**config.mk**
```make
export PLATFORM = sky130hd
export DESIGN_NAME = arbitro_paridade
export DESIGN_NICKNAME = d
export VERILOG_FILES = /design/src/rtl/paridade_pkg.sv /design/src/rtl/calcula_paridade.sv /design/src/rtl/arbitro_paridade.sv
export SDC_FILE = /design/constraint.sdc
export NUM_CORES = 1
export LEC_CHECK = 0
export ABC_AREA = 0
export BUFFER_PORTS_ARGS = -buffer_cell sky130_fd_sc_hd__buf_2
export CAP_MARGIN = 20
export CORE_MARGIN = 3
export CORE_UTILIZATION = 40
export CTS_CLUSTER_DIAMETER = 150
export DETAILED_ROUTE_END_ITERATION = 7
export GPL_TIMING_DRIVEN = 0
export PLACE_DENSITY = 0.66
export SYNTH_ARGS = -nofsm -noshare
export SYNTH_HDL_FRONTEND = slang
export SYNTH_SLANG_ARGS = --single-unit
```
**constraint.sdc**
```tcl
create_clock -name clk -period 2.5 [get_ports clk]
set_clock_uncertainty 0.1 [all_clocks]
set_input_delay 0.125 -clock clk [delete_from_list [all_inputs] [get_ports clk]]
set_output_delay 0.125 -clock clk [all_outputs]
set_load 0.01 [all_outputs]
```
**src/rtl/paridade_pkg.sv**
```systemverilog
// Shared definitions for the parity-checking round-robin arbiter.
// Holds the word widths and the controller state encoding.
package paridade_pkg;

  localparam int PAR_W  = 9;
  localparam int DADO_W = 8;

  typedef enum logic [1:0] {
    OCIOSO   = 2'd0,
    VERIFICA = 2'd1,
    ENTREGA  = 2'd2
  } estado_t;

endpackage

```
**src/rtl/calcula_paridade.sv**
```systemverilog
// Even-parity generator for one data byte.
// This is the single checker shared by all requesters.
module calcula_paridade
  import paridade_pkg::*;
(
  input  logic [DADO_W-1:0] dado,
  output logic              paridade
);

  assign paridade = ^dado;

endmodule

```
**src/rtl/arbitro_paridade.sv**
```systemverilog
// Round-robin arbiter that grants one requester at a time to a shared parity checker.
// Each result is returned over a valid/ready port, with error statistics kept alongside.
module arbitro_paridade
  import paridade_pkg::*;
#(
  parameter int N_REQ = 4,
  parameter int CNT_W = 8,
  parameter int ID_W  = $clog2(N_REQ)
) (
  input  logic                   clk,
  input  logic                   rst,
  input  logic [N_REQ-1:0]       req_valid,
  input  logic [PAR_W*N_REQ-1:0] req_dado,
  output logic [N_REQ-1:0]       req_ready,
  output logic                   res_valid,
  input  logic                   res_ready,
  output logic [ID_W-1:0]        res_id,
  output logic [DADO_W-1:0]      res_dado,
  output logic                   res_erro,
  output logic [CNT_W-1:0]       err_count,
  output logic [N_REQ-1:0]       err_mask,
  input  logic                   clr_err
);

  localparam logic [CNT_W-1:0] CNT_MAX = '1;

  estado_t           estado, estado_nxt;
  logic [ID_W-1:0]   ptr;
  logic [ID_W-1:0]   grant_id;
  logic              grant_found;
  logic              aceita;
  logic [ID_W-1:0]   cap_id;
  logic [PAR_W-1:0]  cap_word;
  logic              paridade_calc;
  logic              erro;
  logic [CNT_W-1:0]  cnt_base;
  logic [N_REQ-1:0]  mask_base;

  // Requester index `off` positions after `base`, wrapping at N_REQ.
  function automatic logic [ID_W-1:0] rr_idx(input logic [ID_W-1:0] base, input int off);
    return ID_W'((32'(base) + 32'(off)) % N_REQ);
  endfunction

  function automatic logic [N_REQ-1:0] one_hot(input logic [ID_W-1:0] idx);
    return N_REQ'(1) << idx;
  endfunction

  // Scan from the farthest index back to ptr so the nearest valid requester wins.
  always_comb begin
    // NOTE: every variable written here gets a default first; a path that skips
    // an assignment would otherwise infer a latch.
    grant_found = 1'b0;
    grant_id    = '0;
    for (int k = N_REQ - 1; k >= 0; k--) begin
      if (req_valid[rr_idx(ptr, k)]) begin
        grant_found = 1'b1;
        grant_id    = rr_idx(ptr, k);
      end
    end
  end

  always_comb begin
    estado_nxt = estado;
    req_ready  = '0;
    unique case (estado)
      OCIOSO: begin
        if (grant_found) begin
          req_ready  = one_hot(grant_id);
          estado_nxt = VERIFICA;
        end
      end
      VERIFICA: estado_nxt = ENTREGA;
      ENTREGA:  if (res_ready) estado_nxt = OCIOSO;
      default:  estado_nxt = OCIOSO;
    endcase
    if (rst) req_ready = '0;
  end

  always_ff @(posedge clk or posedge rst) begin
    // NOTE: sequential state uses non-blocking assignments so every register
    // samples pre-edge values, independent of statement order.
    if (rst) estado <= OCIOSO;
    else     estado <= estado_nxt;
  end

  assign aceita    = (estado == OCIOSO) && grant_found;
  assign res_valid = (estado == ENTREGA);

  calcula_paridade u_paridade (
    .dado     (cap_word[DADO_W-1:0]),
    .paridade (paridade_calc)
  );

  assign erro = paridade_calc ^ cap_word[PAR_W-1];

  // A clear coinciding with a new error is applied first, then the error on top.
  assign cnt_base  = clr_err ? '0 : err_count;
  assign mask_base = clr_err ? '0 : err_mask;

  always_ff @(posedge clk or posedge rst) begin
    if (rst) begin
      ptr       <= '0;
      cap_id    <= '0;
      cap_word  <= '0;
      res_id    <= '0;
      res_dado  <= '0;
      res_erro  <= 1'b0;
      err_count <= '0;
      err_mask  <= '0;
    end else begin
      if (aceita) begin
        cap_word <= req_dado[32'(grant_id) * PAR_W +: PAR_W];
        cap_id   <= grant_id;
        ptr      <= rr_idx(grant_id, 1);
      end
      if (estado == VERIFICA) begin
        res_dado <= cap_word[DADO_W-1:0];
        res_id   <= cap_id;
        res_erro <= erro;
      end
      if ((estado == VERIFICA) && erro) begin
        err_count <= (cnt_base == CNT_MAX) ? cnt_base : cnt_base + CNT_W'(1);
        err_mask  <= mask_base | one_hot(cap_id);
      end else if (clr_err) begin
        err_count <= '0;
        err_mask  <= '0;
      end
    end
  end

endmodule

```
[Yosys cells after proc, flatten, opt, wreduce, memory -nomap -nowiden]
Cells that the tools add are included.
Word-level totals
  flip-flop bits (word level): 38
  input port bits: 44
  output and inout bits: 28
Cells by class
  reduce and logical (&&, ||, !) cells: 5
  $add $sub $neg: 5
  muxes and demuxes: 27
  equality and inequality tests: 5
  $lt $le $gt $ge: 4
  multipliers: 1
  shift-type cells: 3
  bitwise operators: 2
Operators by type and width (count)
  36-bit by 7-bit variable part select with 9-bit output: 1
  8-bit two-way mux: 3
  4-bit two-way mux: 5
  2-bit by 3-bit < comparator with 1-bit output, second input constant: 4
  2-bit two-way mux: 6
  8-bit by 1-bit adder with 8-bit output, second input constant: 1
  1-bit binary-select mux with 2-bit select: 4
  8-bit equality test, second input constant: 1
  1-bit two-way mux: 8
  8-bit XOR reduction: 1
  1-bit by 2-bit << shifter with 4-bit output, first input constant: 2
  2-bit by 4-bit multiplier with 6-bit output, second input constant: 1
  2-bit one-hot mux with 3 select lines: 1
  2-bit by 1-bit adder with 2-bit output, second input constant: 2
  2-bit adder, second input constant: 2
  4-bit OR: 1
  2-bit by 1-bit equality test with 1-bit output, second input constant: 1
  2-bit equality test, second input constant: 1
  1-bit logical AND: 2
  2-bit zero test: 1
  2-bit by 1-bit inequality test with 1-bit output, second input constant: 1
  2-bit inequality test, second input constant: 1
  2-bit AND reduction: 1
  1-bit bitwise XOR: 1

[Longest topological paths before layout]
  depth in word-level cells: 11
  depth in mapped cells: 7

[By module]
From an unflattened synthesis, not the netlist that was laid out.
Second synthesis, totals
  cells, all modules: 201
  area total of the unflattened synthesis: 1956.9 µm²
By module, submodules not included
  arbitro_paridade: instances 1, area each 1895.6 µm², cells each 194, seq. area each 950.9 µm²
  calcula_paridade: instances 1, area each 61.3 µm², cells each 7, seq. area each 0.0 µm²

[Least setup slack after synthesis]
Ideal clock, no wire load.
  path kind: reg-to-reg
  start: reg cap_word[7]
  end: reg err_count[3]
  path buffers: 0
  arrival: 1.804 ns
  required time: 2.323 ns
  clock period less this slack: 1.981 ns
  stages on the path, launching flop included: 6
  setup slack: 0.519 ns
  cells stage by stage: dfrtp_1 > xor2_1 > xnor3_2 > xnor2_2 > or4_1 > a21oi_1
Between the ends
  longest elaborated chain between the ends: 4
RTL lines
  from (decl): line arbitro_paridade.sv:33  | logic [PAR_W-1:0] cap_word;
  from (signal assigned): line arbitro_paridade.sv:112  | cap_word <= req_dado[32'(grant_id) * PAR_W +: PAR_W];
  8-bit XOR reduction: line calcula_paridade.sv:10  | assign paridade = ^dado;
  1-bit bitwise XOR: line arbitro_paridade.sv:94  | assign erro = paridade_calc ^ cap_word[PAR_W-1];
  1-bit logical AND: line arbitro_paridade.sv:121  | if ((estado == VERIFICA) && erro) begin
  8-bit two-way mux: line arbitro_paridade.sv:121
  to (signal assigned): line arbitro_paridade.sv:122  | err_count <= (cnt_base == CNT_MAX) ? cnt_base : cnt_base + CNT_W'(1);
  to (decl): line arbitro_paridade.sv:20  | output logic [CNT_W-1:0] err_count,
Every way passes these cells.
A chain may end at the register's enable or synchronous reset.

[Worst setup path in the final report]
  start: reg ptr[0]
  end: out req_ready[1]
Between the ends
  longest elaborated chain between the ends: 11
  elaborated cells on any way between the ends: 23
  classes of those cells: add/sub (3); shift (1); mux (19)
RTL lines
  from (decl): line arbitro_paridade.sv:28  | logic [ID_W-1:0] ptr;
  from (signal assigned): line arbitro_paridade.sv:114  | ptr <= rr_idx(grant_id, 1);
  2-bit adder: line arbitro_paridade.sv:41  | return ID_W'((32'(base) + 32'(off)) % N_REQ);
  1-bit binary-select mux with 2-bit select: line arbitro_paridade.sv:55  | if (req_valid[rr_idx(ptr, k)]) begin
  1-bit two-way mux (implied by the code): line arbitro_paridade.sv:55
  2-bit two-way mux (4 in series): line arbitro_paridade.sv:55
  1-bit by 2-bit << shifter with 4-bit output: line arbitro_paridade.sv:45  | return N_REQ'(1) << idx;
  4-bit two-way mux (*): line arbitro_paridade.sv:67  | if (grant_found) begin
  4-bit two-way mux (*): line arbitro_paridade.sv:65  | unique case (estado)
  4-bit two-way mux (*): line arbitro_paridade.sv:76  | if (rst) req_ready = '0;
  to (decl): line arbitro_paridade.sv:14  | output logic [N_REQ-1:0] req_ready,
Every way passes the cells marked *; elsewhere a longest branch is shown, timed or not. The select of a mux whose other input is x is not followed.

==> run_results.csv <==
group,metric,value,unit
worst_setup_path,startpoint,"ptr[0]$_DFFE_PP0P_",
power_and_ir_drop,peakVddDrop,493.3,uV
cts,root_buffer,"clkbuf_8",
timing,finalMaxSlewViolations,0,
cts,cts_tree,"yes",
timing,setup_violations,0,
worst_setup_path,r2r_start,"cap_word[7]$_DFFE_PP0P_",
grt,grt_pass1_vias,1720,
timing,holdWs,0.04705,ns
cts,cts_setup_buffers,0,
die,start_util,42.36,%
cts,clk_path_buf_depth,2,
logic_synthesis,yosys.area.top_type,"dfrtp_1",
worst_setup_path,start_kind,"flop",
die,core,0.004817,sq mm
logic_synthesis,synth_area_leaders,"dfrtp_1, mux2i_1, nand2_1",
timing,min_period,2.245,ns
logic_synthesis,syn_inst,207,
worst_setup_path,timing.critical_path.to,"req_ready[1]",
grt,track_usage,16.52,%
cells_and_area,multiInputGateArea,991.0,sq um
routing,viasPerCell,5.028,
cells_and_area,layoutNonFillerInstCount,355,
placed_design,dpl_cell_area,0.002480,sq mm
placed_design,port_buffers,71,
timing,relSlewSlack,47.24,%
grt,overflow,0,
placed_design,gp_congestion,0.8238,
logic_synthesis,synth_area,0.002041,sq mm
grt,antenna_found_initial,0,
worst_setup_path,crit_chain,"inv_1 > a221o_1 > a22oi_4 > buf_2 > and3_1 > buf_2",
timing,finalSetupTns,0,ns
die,rows,25,
timing,worst_slew_pin_slew,0.7903,ns
logic_synthesis,synth_top_area_share,46.60,%
run_status,outcome,"complete, no violations",
cells_and_area,areaGrowthSynthToFinish,29.49,%
cts,htree_levels,2,
placed_design,dp_cells,345,
routing,drt_iter0_drc,89,
placed_design,dp_hpwl,3562,microns
logic_synthesis,synth_cell_types,40,
worst_setup_path,path_buf_inv,3,
timing,maxClockFrequency,445.4,MHz
logic_synthesis,syn_nets,252,
power_and_ir_drop,power_leakage,1.367,nW
worst_setup_path,r2r_cells,5,
logic_synthesis,ys_seq_elements,38,
routing,wl_per_cell,13.31,microns
cts,clk_latency,0.29,ns
worst_setup_path,crit_slowest_cell,"a221o_1",
grt,grt_max_degree,39,
cells_and_area,seqCellArea,950.9,sq um
worst_setup_path,worstSetupPathDepth,6,
logic_synthesis,yosysWarnings,0,
die,fp.dieH,77.43,microns
worst_setup_path,r2r_slack,0.37,ns
worst_setup_path,critPathTopFamily,"compound AO/OA/AOI/OAI gates",
timing,rsz0062_at_grt,"false",
worst_setup_path,end_kind,"primary output",
routing,wl,4724,microns
worst_setup_path,critical_path.most_common_cell,"buf_2",
worst_setup_path,max_stage_delay,0.38,ns
logic_synthesis,avgSynthCellArea,9.858,sq um
routing,drc_errors,0,
worst_setup_path,crit_arrival,2.02,ns
cells_and_area,num-nets-final,332,
hold_path,hold_path_class,"input pin to flop",
cts,cts.sinks,38,
run,cap_viol_max_count,0,
timing,finalHoldViolations,0,
power_and_ir_drop,p_per_area,1301,mW/mm^2
cells_and_area,drive_gt1_share,31.25,%
die,dieArea,0.005995,sq mm
worst_setup_path,cp.required,2.28,ns
routing,first_pass_iters,4,
worst_setup_path,crit_fanout,10,
timing,fin_crit_sh,89.81,%
grt,grt_pass1_wl,7983,microns
cts,clk_pin_slew,0.08,ns
worst_setup_path,crit_type,"flop to primary output",
die,die_w,77.43,microns
cells_and_area,antennaDiodeCount,0,
logic_synthesis,yosysSeqAreaShare,46.60,%
die,ioPinCount,72,
routing,vias,1785,
routing,ant_nets,0,
worst_setup_path,r2r-end,"err_count[3]$_DFF_PP0_",
cells_and_area,n_fill_cell,477,
cells_and_area,final_area,0.002643,sq mm
cts,cts_made_buffers,5,
==> metrics by stage <==
step	util [%]	total power, mW	setup WS [ns]
floorplan	-	2.343	0.5188
global placement	51.48	2.776	0.4073
detailed placement	51.48	2.803	0.3754
CTS	54.86	3.474	0.2287
global route	54.86	3.726	0.1139
finish	54.86	3.439	0.2547
==> kinds of logic (layout without fill, tap and decap cells) <==
family,count (synthesis),after routing,share of synthesized area [%]
adders and majority gates,1,1,0.6130
and+or+nand+nor,78,78,17.54
muxes,21,21,10.42
xor gates and xnor gates,11,11,6.745
AOI/OAI and AO/OA,35,35,13.24
buffers and inverters,23,104,4.843
DFF,38,38,46.60
==> layout by cell type, fill, tap and decap left out, types with 2 or more instances in the layout <==
| cell type | instances |
|---|---|
| a31oi_1 | 2 |
| clkbuf_1 | 6 |
| buf_2 | 72 |
| nor4_1 | 2 |
| nor2b_1 | 6 |
| nand3_1 | 4 |
| and3_1 | 4 |
| clkbuf_8 | 6 |
| nand2b_1 | 3 |
| o21ai_0 | 8 |
| mux2i_1 | 19 |
| o221ai_1 | 9 |
| bufinv_16 | 2 |
| dfrtp_1 | 38 |
| a311oi_1 | 2 |
| nor3_1 | 3 |
| xor2_1 | 6 |
| mux2_2 | 2 |
| xnor2_1 | 2 |
| a221o_1 | 2 |
| nand2_1 | 44 |
| a21oi_1 | 4 |
| dlygate4sd3_1 | 2 |
| inv_1 | 12 |
| o32ai_1 | 4 |
| nor2_1 | 6 |
==> worst register-to-register path: stages, from the launching register on <==
cell	delay [ns]
dfrtp_1	0.42
xor2_1	0.17
xnor3_2	0.49
xnor2_2	0.21
or4_1	0.52
a21oi_1	0.15
==> Yosys cell counts, drive strengths merged <==
| cell | count |
|---|---|
| nor2 | 6 |
| o31ai | 1 |
| o2bb2ai | 1 |
| dfrtp | 38 |
| a311oi | 2 |
| nand2 | 44 |
| nor4b | 1 |
| mux2i | 19 |
| or2 | 1 |
| a22oi | 1 |
| clkinv | 1 |
| inv | 13 |
| nor2b | 6 |
| and3 | 4 |
| a41oi | 1 |
| a21oi | 4 |
| nand4 | 1 |
| nand3 | 4 |
| nor4 | 2 |
| buf | 3 |
| mux2 | 2 |
| nand2b | 3 |
| o21ai | 8 |
| xnor3 | 1 |
| clkbuf | 6 |
| a221o | 2 |
| or4 | 1 |
| o32ai | 4 |
| ha | 1 |
| xor2 | 6 |
| o221ai | 9 |
| nor3 | 3 |
| a31oi | 2 |
| or3 | 1 |
| xnor2 | 4 |
| and2 | 1 |
==> how the worst min path moves through the flow <==
stage | cells past startpoint | from | end
floorplan | 1 | res_ready | estado[1]$_DFFE_PP0P_
global placement | 2 | res_ready | estado[1]$_DFFE_PP0P_
detailed placement | 2 | res_ready | estado[1]$_DFFE_PP0P_
CTS | 3 | req_dado[6] | cap_word[6]$_DFFE_PP0P_
global route | 3 | clr_err | err_count[6]$_DFF_PP0_
finish | 3 | req_dado[6] | cap_word[6]$_DFFE_PP0P_
==> power breakdown <==
part           internal [mW]  switching (mW)  leakage (nW)  total, mW
combinational          0.747            1.02         0.807       1.77
sequential             0.852           0.169         0.489       1.02
clock                  0.426           0.223        0.0714      0.649
==> state kept, by name, summed over array words and instances (netlist names) <==
| signal | cells |
|---|---|
| cap_id | 2 |
| cap_word | 9 |
| err_count | 8 |
| err_mask | 4 |
| estado | 2 |
| ptr | 2 |
| res_dado | 8 |
| res_erro | 1 |
| res_id | 2 |
==> layout make-up <==
type                       instances  area share [%]
multi-input combinational        146           37.50
inverter                          14           1.989
sequential                        38           35.98
clock buffer                       6           3.125
tap                               67           3.172
buffer                             9           1.752
timing repair buffer              73           14.20
clock inverter                     2           2.273
==> repair_timing <==
action	in CTS	in global routing
hold buffers	2	0
endpoints found under the setup margin	0	0
gates resized for setup	0	0
endpoints found under the hold margin	39	0
==> metal layers <==
| metal | routed length, microns | share of wire (%) | vias up | track usage (%) |
|---|---|---|---|---|
| met5 | 0 | 0 | - | 0 |
| met4 | 47 | 0.99 | 0 | 4.626 |
| li1 | - | - | 884 | - |
| met3 | 342 | 7.2 | 5 | 4.408 |
| met2 | 2203 | 47 | 69 | 27.72 |
| met1 | 2130 | 45 | 827 | 20.97 |
Note: power is estimated with default switching activity, not from simulation.
